## config.mk

```make
export PLATFORM = sky130hd
export DESIGN_NAME = vram_arbiter
export DESIGN_NICKNAME = d
export VERILOG_FILES = /design/src/rtl/vga_pkg.sv /design/src/rtl/vram_arbiter.sv
export SDC_FILE = /design/constraint.sdc
export NUM_CORES = 1
export LEC_CHECK = 0
export ABC_AREA = 1
export CORE_ASPECT_RATIO = 0.75
export CORE_UTILIZATION = 38
export DETAILED_ROUTE_END_ITERATION = 6
export GPL_TIMING_DRIVEN = 0
export PLACE_DENSITY_LB_ADDON = 0.1
export SYNTH_ARGS = -nofsm -noshare
export SYNTH_HDL_FRONTEND = slang
export SYNTH_SLANG_ARGS = --single-unit
```

## constraint.sdc

```tcl
create_clock -name clk_vga -period 2.3 [get_ports clk_vga]
set_input_delay 0.345 -clock clk_vga [delete_from_list [all_inputs] [get_ports clk_vga]]
set_output_delay 0.345 -clock clk_vga [all_outputs]
set_load 0.005 [all_outputs]
```

## src/rtl/vga_pkg.sv

```systemverilog
// Shared text-mode constants and arbiter state encoding for the VGA text path.
package vga_pkg;
  localparam int          TEXT_COLS  = 80;
  localparam int          TEXT_ROWS  = 25;
  localparam int          CELLS      = TEXT_COLS * TEXT_ROWS;
  localparam logic [15:0] BLANK_CELL = 16'h0720;

  typedef enum logic [2:0] {
    IDLE    = 3'd0,
    ACCESS  = 3'd1,
    CAPTURE = 3'd2,
    ACK     = 3'd3,
    CLEAR   = 3'd4
  } arb_state_e;
endpackage

```

## src/rtl/vram_arbiter.sv

```systemverilog
// Shares one text RAM port between the VGA fetch path (absolute priority),
// a single-outstanding CPU port and a full-screen clear engine.
module vram_arbiter #(
  parameter int          CELLS      = vga_pkg::CELLS,
  parameter logic [15:0] BLANK_CELL = vga_pkg::BLANK_CELL
) (
  input  logic        clk_vga,
  input  logic        rst,
  input  logic        vga_req,
  input  logic [15:0] vga_addr,
  output logic [15:0] vga_data,
  output logic        vga_valid,
  input  logic        cpu_req,
  output logic        cpu_ready,
  input  logic        cpu_we,
  input  logic [10:0] cpu_addr,
  input  logic [1:0]  cpu_be,
  input  logic [15:0] cpu_wdata,
  output logic [15:0] cpu_rdata,
  output logic        cpu_ack,
  input  logic        clear_start,
  output logic        clear_busy,
  output logic [10:0] ram_addr,
  output logic        ram_we,
  output logic [1:0]  ram_be,
  output logic [15:0] ram_wdata,
  input  logic [15:0] ram_rdata
);
  vga_pkg::arb_state_e st_q, st_d;
  logic [10:0] cnt_q, cnt_d;
  logic        vga_valid_q, vga_oob_q;
  logic [15:0] rdata_q;
  // captured CPU transaction
  logic        we_q, oob_q;
  logic [10:0] addr_q;
  logic [1:0]  be_q;
  logic [15:0] wdata_q;

  assign cpu_ready  = (st_q == vga_pkg::IDLE) && !clear_start;
  assign cpu_ack    = (st_q == vga_pkg::ACK);
  assign clear_busy = (st_q == vga_pkg::CLEAR);
  assign cpu_rdata  = rdata_q;
  assign vga_valid  = vga_valid_q;
  assign vga_data   = vga_oob_q ? BLANK_CELL : ram_rdata;

  always_comb begin
    st_d  = st_q;
    cnt_d = cnt_q;
    case (st_q)
      vga_pkg::IDLE: begin
        if (clear_start) begin
          st_d  = vga_pkg::CLEAR;
          cnt_d = '0;
        end else if (cpu_req) begin
          st_d = vga_pkg::ACCESS;
        end
      end
      vga_pkg::ACCESS:  if (!vga_req) st_d = vga_pkg::CAPTURE;
      vga_pkg::CAPTURE: st_d = vga_pkg::ACK;
      vga_pkg::ACK:     st_d = vga_pkg::IDLE;
      vga_pkg::CLEAR: begin
        if (!vga_req) begin
          if (cnt_q == 11'(CELLS - 1)) st_d = vga_pkg::IDLE;
          else                         cnt_d = cnt_q + 11'd1;
        end
      end
      default: st_d = vga_pkg::IDLE;
    endcase
  end

  // RAM port mux: the VGA fetch always wins; writes are squashed during reset
  always_comb begin
    ram_addr  = vga_addr[10:0];
    ram_we    = 1'b0;
    ram_be    = 2'b00;
    ram_wdata = wdata_q;
    if (!vga_req) begin
      case (st_q)
        vga_pkg::ACCESS: begin
          ram_addr = addr_q;
          ram_be   = be_q;
          ram_we   = we_q && !oob_q && (|be_q);
        end
        vga_pkg::CLEAR: begin
          ram_addr  = cnt_q;
          ram_be    = 2'b11;
          ram_wdata = BLANK_CELL;
          ram_we    = 1'b1;
        end
        default: ;
      endcase
    end
    if (rst) ram_we = 1'b0;
  end

  always_ff @(posedge clk_vga) begin
    if (rst) begin
      st_q        <= vga_pkg::IDLE;
      cnt_q       <= '0;
      vga_valid_q <= 1'b0;
      vga_oob_q   <= 1'b0;
      rdata_q     <= '0;
    end else begin
      st_q        <= st_d;
      cnt_q       <= cnt_d;
      vga_valid_q <= vga_req;
      vga_oob_q   <= 32'(vga_addr) >= CELLS;
      if (st_q == vga_pkg::CAPTURE && !we_q)
        rdata_q <= oob_q ? BLANK_CELL : ram_rdata;
    end
  end

  always_ff @(posedge clk_vga) begin
    if (cpu_req && cpu_ready) begin
      we_q    <= cpu_we;
      addr_q  <= cpu_addr;
      be_q    <= cpu_be;
      wdata_q <= cpu_wdata;
      oob_q   <= 32'(cpu_addr) >= CELLS;
    end
  end
endmodule

```

==> flow_summary.html <==
<table>
<tr><th>Metric</th><th>Value</th></tr>
<tr><th colspan="2">Synthesis</th></tr>
<tr><td>Most frequent cell after synthesis</td><td>sky130_fd_sc_hd__nand2_1</td></tr>
<tr><td>Seq/Total Area, Yosys</td><td>0.507</td></tr>
<tr><td>Synth area leaders</td><td>sky130_fd_sc_hd__edfxtp_1 (30%), sky130_fd_sc_hd__dfxtp_1 (21%), sky130_fd_sc_hd__nand2_1 (10%)</td></tr>
<tr><td>Mean post-synth cell area</td><td>about 7.6 um^2</td></tr>
<tr><td>Synth cell count leaders</td><td>sky130_fd_sc_hd__nand2_1 (85), sky130_fd_sc_hd__inv_1 (66), sky130_fd_sc_hd__nor2_1 (65), sky130_fd_sc_hd__nand3_1 (37), sky130_fd_sc_hd__dfxtp_1 (32)</td></tr>
<tr><td>Synthesized cell area</td><td>approximately 0.0031 mm^2</td></tr>
<tr><td>Area share of the leading cell type in the synthesized netlist</td><td>0.300</td></tr>
<tr><td>Register bit total from synthesis</td><td>63</td></tr>
<tr><td>Share of async-settable or async-resettable flops after synthesis</td><td>0</td></tr>
<tr><td>Syn Nets</td><td>roughly 480</td></tr>
<tr><td>Post-Syn Instances</td><td>between 400 and 500</td></tr>
<tr><td>Cell accounting for the most synthesized area</td><td>sky130_fd_sc_hd__edfxtp_1</td></tr>
<tr><td>Predominant post-synthesis flop cell</td><td>sky130_fd_sc_hd__dfxtp_1</td></tr>
<tr><td>Number of enable-type register cells in the synthesized netlist</td><td>31</td></tr>
<tr><td>Unique cell type count in the Yosys netlist</td><td>29</td></tr>
<tr><td>Total of warnings raised by yosys</td><td>0</td></tr>
<tr><th colspan="2">Worst setup path</th></tr>
<tr><td>Critical Path Sink Type</td><td>output port</td></tr>
<tr><td>Category of cells accounting for the largest share of critical-path delay</td><td>buffers and inverters</td></tr>
<tr><td>Endpoint arrival time on the critical path</td><td>1.87 ns</td></tr>
<tr><td>Number of buffers and inverters on the critical path</td><td>3</td></tr>
<tr><td>Nature of the critical path startpoint</td><td>flop</td></tr>
<tr><td>Critical Setup Path Class</td><td>flop to output port</td></tr>
<tr><td>Critical path's slowest cell</td><td>sky130_fd_sc_hd__clkdlybuf4s50_1</td></tr>
<tr><td>Ordered list of cells on the worst path</td><td>nor2_2 &gt; nand2_2 &gt; inv_4 &gt; nand2_4 &gt; buf_4 &gt; nand2_1 &gt; clkdlybuf4s50_1</td></tr>
<tr><td>CP Max Fanout</td><td>10</td></tr>
<tr><td>Data required, critical path</td><td>1.96 ns</td></tr>
<tr><td>Stage delay of the slowest cell on the critical path</td><td>0.51 ns</td></tr>
<tr><th colspan="2">Timing</th></tr>
<tr><td>Worst clock skew on the final layout</td><td>0.0106 ns</td></tr>
<tr><td>Worst Tran Pin Value</td><td>0.860 ns</td></tr>
<tr><td>RSZ-0062 raised after global routing</td><td>false</td></tr>
<tr><td>Crit share post-route</td><td>0.961</td></tr>
<tr><td>Final Critical Period</td><td>~2.2 ns</td></tr>
<tr><td>Max Slew Vio Count</td><td>0</td></tr>
<tr><td>Final setup violation count</td><td>0</td></tr>
<tr><td>Highest attainable clock frequency</td><td>around 0.45 GHz</td></tr>
<tr><td>Fin Setup TNS</td><td>0 ns</td></tr>
<tr><td>Final number of hold-violating endpoints</td><td>0</td></tr>
<tr><td>Worst Hold Slack</td><td>0.346 ns</td></tr>
<tr><td>Worst slew margin</td><td>0.425</td></tr>
<tr><th colspan="2">Power and ir drop</th></tr>
<tr><td>Worst IR Drop VDD</td><td>roughly 0.00035 V</td></tr>
<tr><td>Standby leakage power</td><td>around 0.0021 uW</td></tr>
<tr><td>Power Density</td><td>about 640 mW/mm^2</td></tr>
<tr><th colspan="2">Drt</th></tr>
<tr><td>Overall routed net length</td><td>about 8700 um</td></tr>
<tr><td>Average vias per placed instance</td><td>4.73</td></tr>
<tr><td>DRT Pass-1 Iters</td><td>5</td></tr>
<tr><td>Post-route DRC</td><td>0</td></tr>
<tr><td>Number of antenna-violating nets in the routed design</td><td>0</td></tr>
<tr><td>Detailed Route Iter0 Violations</td><td>between 150 and 200</td></tr>
<tr><td>Mean routed wirelength per cell</td><td>~13 um</td></tr>
<tr><td>Vias after detailed routing</td><td>3125</td></tr>
<tr><th colspan="2">Placed design</th></tr>
<tr><td>Post-DP HPWL</td><td>6590 um</td></tr>
<tr><td>Final weighted congestion of routability-driven global placement</td><td>between 0.8 and 0.9</td></tr>
<tr><td>Port Buf Inserts</td><td>between 100 and 150</td></tr>
<tr><td>Dpl cell area</td><td>between 0.004 and 0.005 mm^2</td></tr>
<tr><td>Number of cells in the design after placement</td><td>about 640</td></tr>
<tr><th colspan="2">Die</th></tr>
<tr><td>Effective utilization at floorplan</td><td>0.393</td></tr>
<tr><td>Floorplan row count</td><td>28</td></tr>
<tr><td>Die width</td><td>around 110 um</td></tr>
<tr><td>Top-level I/O count</td><td>~130</td></tr>
<tr><td>Overall die height</td><td>between 80 and 90 um</td></tr>
<tr><td>Placeable Area</td><td>0.00788 mm^2</td></tr>
<tr><td>Total die area</td><td>roughly 0.0085 mm^2</td></tr>
<tr><th colspan="2">Run status</th></tr>
<tr><td>Outcome</td><td>finished clean</td></tr>
<tr><th colspan="2">Final layout</th></tr>
<tr><td>Diode insertion count for antenna repair</td><td>0</td></tr>
<tr><td>Total non-filler cell area in the finished layout</td><td>about 0.0048 mm^2</td></tr>
<tr><td>Non-filler instance count after layout</td><td>roughly 660</td></tr>
<tr><td>Final #Nets</td><td>just over 600</td></tr>
<tr><td>Ratio of cells with drive above 1 in the final layout</td><td>0.0953</td></tr>
<tr><td>Relative area change from synthesis to final layout</td><td>56.2%</td></tr>
<tr><th colspan="2">Global route</th></tr>
<tr><td>Vias in the first global route</td><td>2948</td></tr>
<tr><td>GRT overflow</td><td>0</td></tr>
<tr><td>Largest net degree at the start of global routing</td><td>32</td></tr>
<tr><td>First-pass GRT wire length</td><td>between 10000 and 15000 um</td></tr>
<tr><td>Number of antenna violations at the first check in global routing</td><td>0</td></tr>
<tr><td>Total global-route track usage</td><td>0.211</td></tr>
<tr><th colspan="2">Clock network</th></tr>
<tr><td>TritonCTS clock tree</td><td>built</td></tr>
<tr><td>Cell at the root of the clock tree</td><td>sky130_fd_sc_hd__clkbuf_8</td></tr>
<tr><td>Clk pin slew, worst setup/hold paths</td><td>~0.07 ns</td></tr>
<tr><td>Source-to-sink clock delay at the later pin of the worst-skew pair</td><td>about 0.34 ns</td></tr>
<tr><td>TritonCTS Sinks</td><td>between 60 and 70</td></tr>
<tr><td>Buffer levels on the longest clock path</td><td>2</td></tr>
<tr><td>H-tree levels</td><td>3</td></tr>
<tr><td>TritonCTS Buffers</td><td>9</td></tr>
<tr><th colspan="2">Min path</th></tr>
<tr><td>Worst min path class</td><td>input pin to flop</td></tr>
<tr><th colspan="2">Flow run</th></tr>
<tr><td>Max-cap violations</td><td>0</td></tr>
</table>
## area by class of cell
cell class	instances	area, um^2
fill	729	3040
sequential	63	1580
timing repair buffer	133	1330
multi-input combinational	257	1210
inverter	70	270
tap	105	131
clock buffer	10	128
buffer	17	116
clock inverter	6	70.1
## cells by family after synthesis
kind of cell / after synthesis / share of synthesized area
AOI/OAI and AO/OA: 50 / 0.0933
xor gates and xnor gates: 1 / 0.00283
adders and majority gates: 1 / 0.00404
buffers and inverters: 87 / 0.114
DFF: 63 / 0.507
and+or+nand+nor: 205 / 0.279
## metal layers
layer	global-route usage	vias up	wire (um)
met3	0.0617	22	621
met4	0.0986	0	262
met5	0	-	0
met1	0.271	1397	3970
li1	-	1583	-
met2	0.328	123	3870
## cells in the final DEF, fill, tap and decap left out, types with 2 or more instances in the layout
master / n
sky130_fd_sc_hd__clkdlybuf4s50_1: 119
sky130_fd_sc_hd__nand2_1: 84
sky130_fd_sc_hd__inv_1: 64
sky130_fd_sc_hd__nor2_1: 63
sky130_fd_sc_hd__nand3_1: 36
sky130_fd_sc_hd__edfxtp_1: 31
sky130_fd_sc_hd__dfxtp_1: 29
sky130_fd_sc_hd__a21oi_1: 14
sky130_fd_sc_hd__o21ai_1: 10
sky130_fd_sc_hd__o211ai_1: 9
sky130_fd_sc_hd__o21ai_0: 9
sky130_fd_sc_hd__clkbuf_8: 9
sky130_fd_sc_hd__dlygate4sd2_1: 7
sky130_fd_sc_hd__buf_4: 6
sky130_fd_sc_hd__clkbuf_1: 6
sky130_fd_sc_hd__buf_6: 5
sky130_fd_sc_hd__dlymetal6s2s_1: 5
sky130_fd_sc_hd__nand2_2: 4
sky130_fd_sc_hd__or2_2: 4
sky130_fd_sc_hd__nor3_1: 4
sky130_fd_sc_hd__o21bai_1: 4
sky130_fd_sc_hd__inv_2: 3
sky130_fd_sc_hd__inv_4: 3
sky130_fd_sc_hd__buf_2: 3
sky130_fd_sc_hd__clkinvlp_4: 3
sky130_fd_sc_hd__dfxtp_2: 3
sky130_fd_sc_hd__nor2_2: 2
sky130_fd_sc_hd__a31oi_1: 2
sky130_fd_sc_hd__nor3b_1: 2
## metrics by stage
| step | worst slack [ns] | util | total power (uW) |
|---|---|---|---|
| after global placement | -0.260 | 0.577 | 2110 |
| after CTS | -0.0353 | 0.609 | 3120 |
| after detailed placement | -0.264 | 0.577 | 2130 |
| after global routing | 0.00811 | 0.614 | 3260 |
| after floorplan | 0.409 | - | 1720 |
| final | 0.0888 | 0.614 | 3100 |
## power by group
part	switching [uW]	internal [uW]	total (uW)
sequential	49.3	1270	1320
combinational	409	408	817
clock	457	506	963
## registers in the layout, indices dropped and copies added, names as in the netlist
name and flops:
addr_q 11, be_q 2, cnt_q 11, cpu_rdata 16, oob_q 1, st_q 3, vga_oob_q 1, vga_valid 1
wdata_q 16, we_q 1
## path summary, 6_finish.rpt
kind,start,to,slack [ns],cells after the start
min,vga_req,st_q[0]$_SDFFE_PP0P_,0.35,3
max reg2reg,st_q[0]$_SDFFE_PP0P_,be_q[1]$_DFFE_PP_,0.48,5
min reg2reg,cpu_rdata[10]$_SDFFE_PP0P_,cpu_rdata[10]$_SDFFE_PP0P_,0.47,2
max,st_q[0]$_SDFFE_PP0P_,ram_wdata[8],0.09,7
## timing repair
item                                    CTS  global route
cloned                                    1             0
endpoints found under the setup margin   30            20
buffers inserted                          1             0
hold buffers                              0             0
resized for setup                        27            14
## worst reg2reg max path, cell delays in order, from the launching register on
cell and delay, ns:
sky130_fd_sc_hd__dfxtp_2 0.35, sky130_fd_sc_hd__inv_1 0.08, sky130_fd_sc_hd__nand2_2 0.08, sky130_fd_sc_hd__nor2_2 0.13, sky130_fd_sc_hd__nand2_2 0.11, sky130_fd_sc_hd__nor2_4 0.67
No activity file was read; power rests on OpenSTA's default activity.
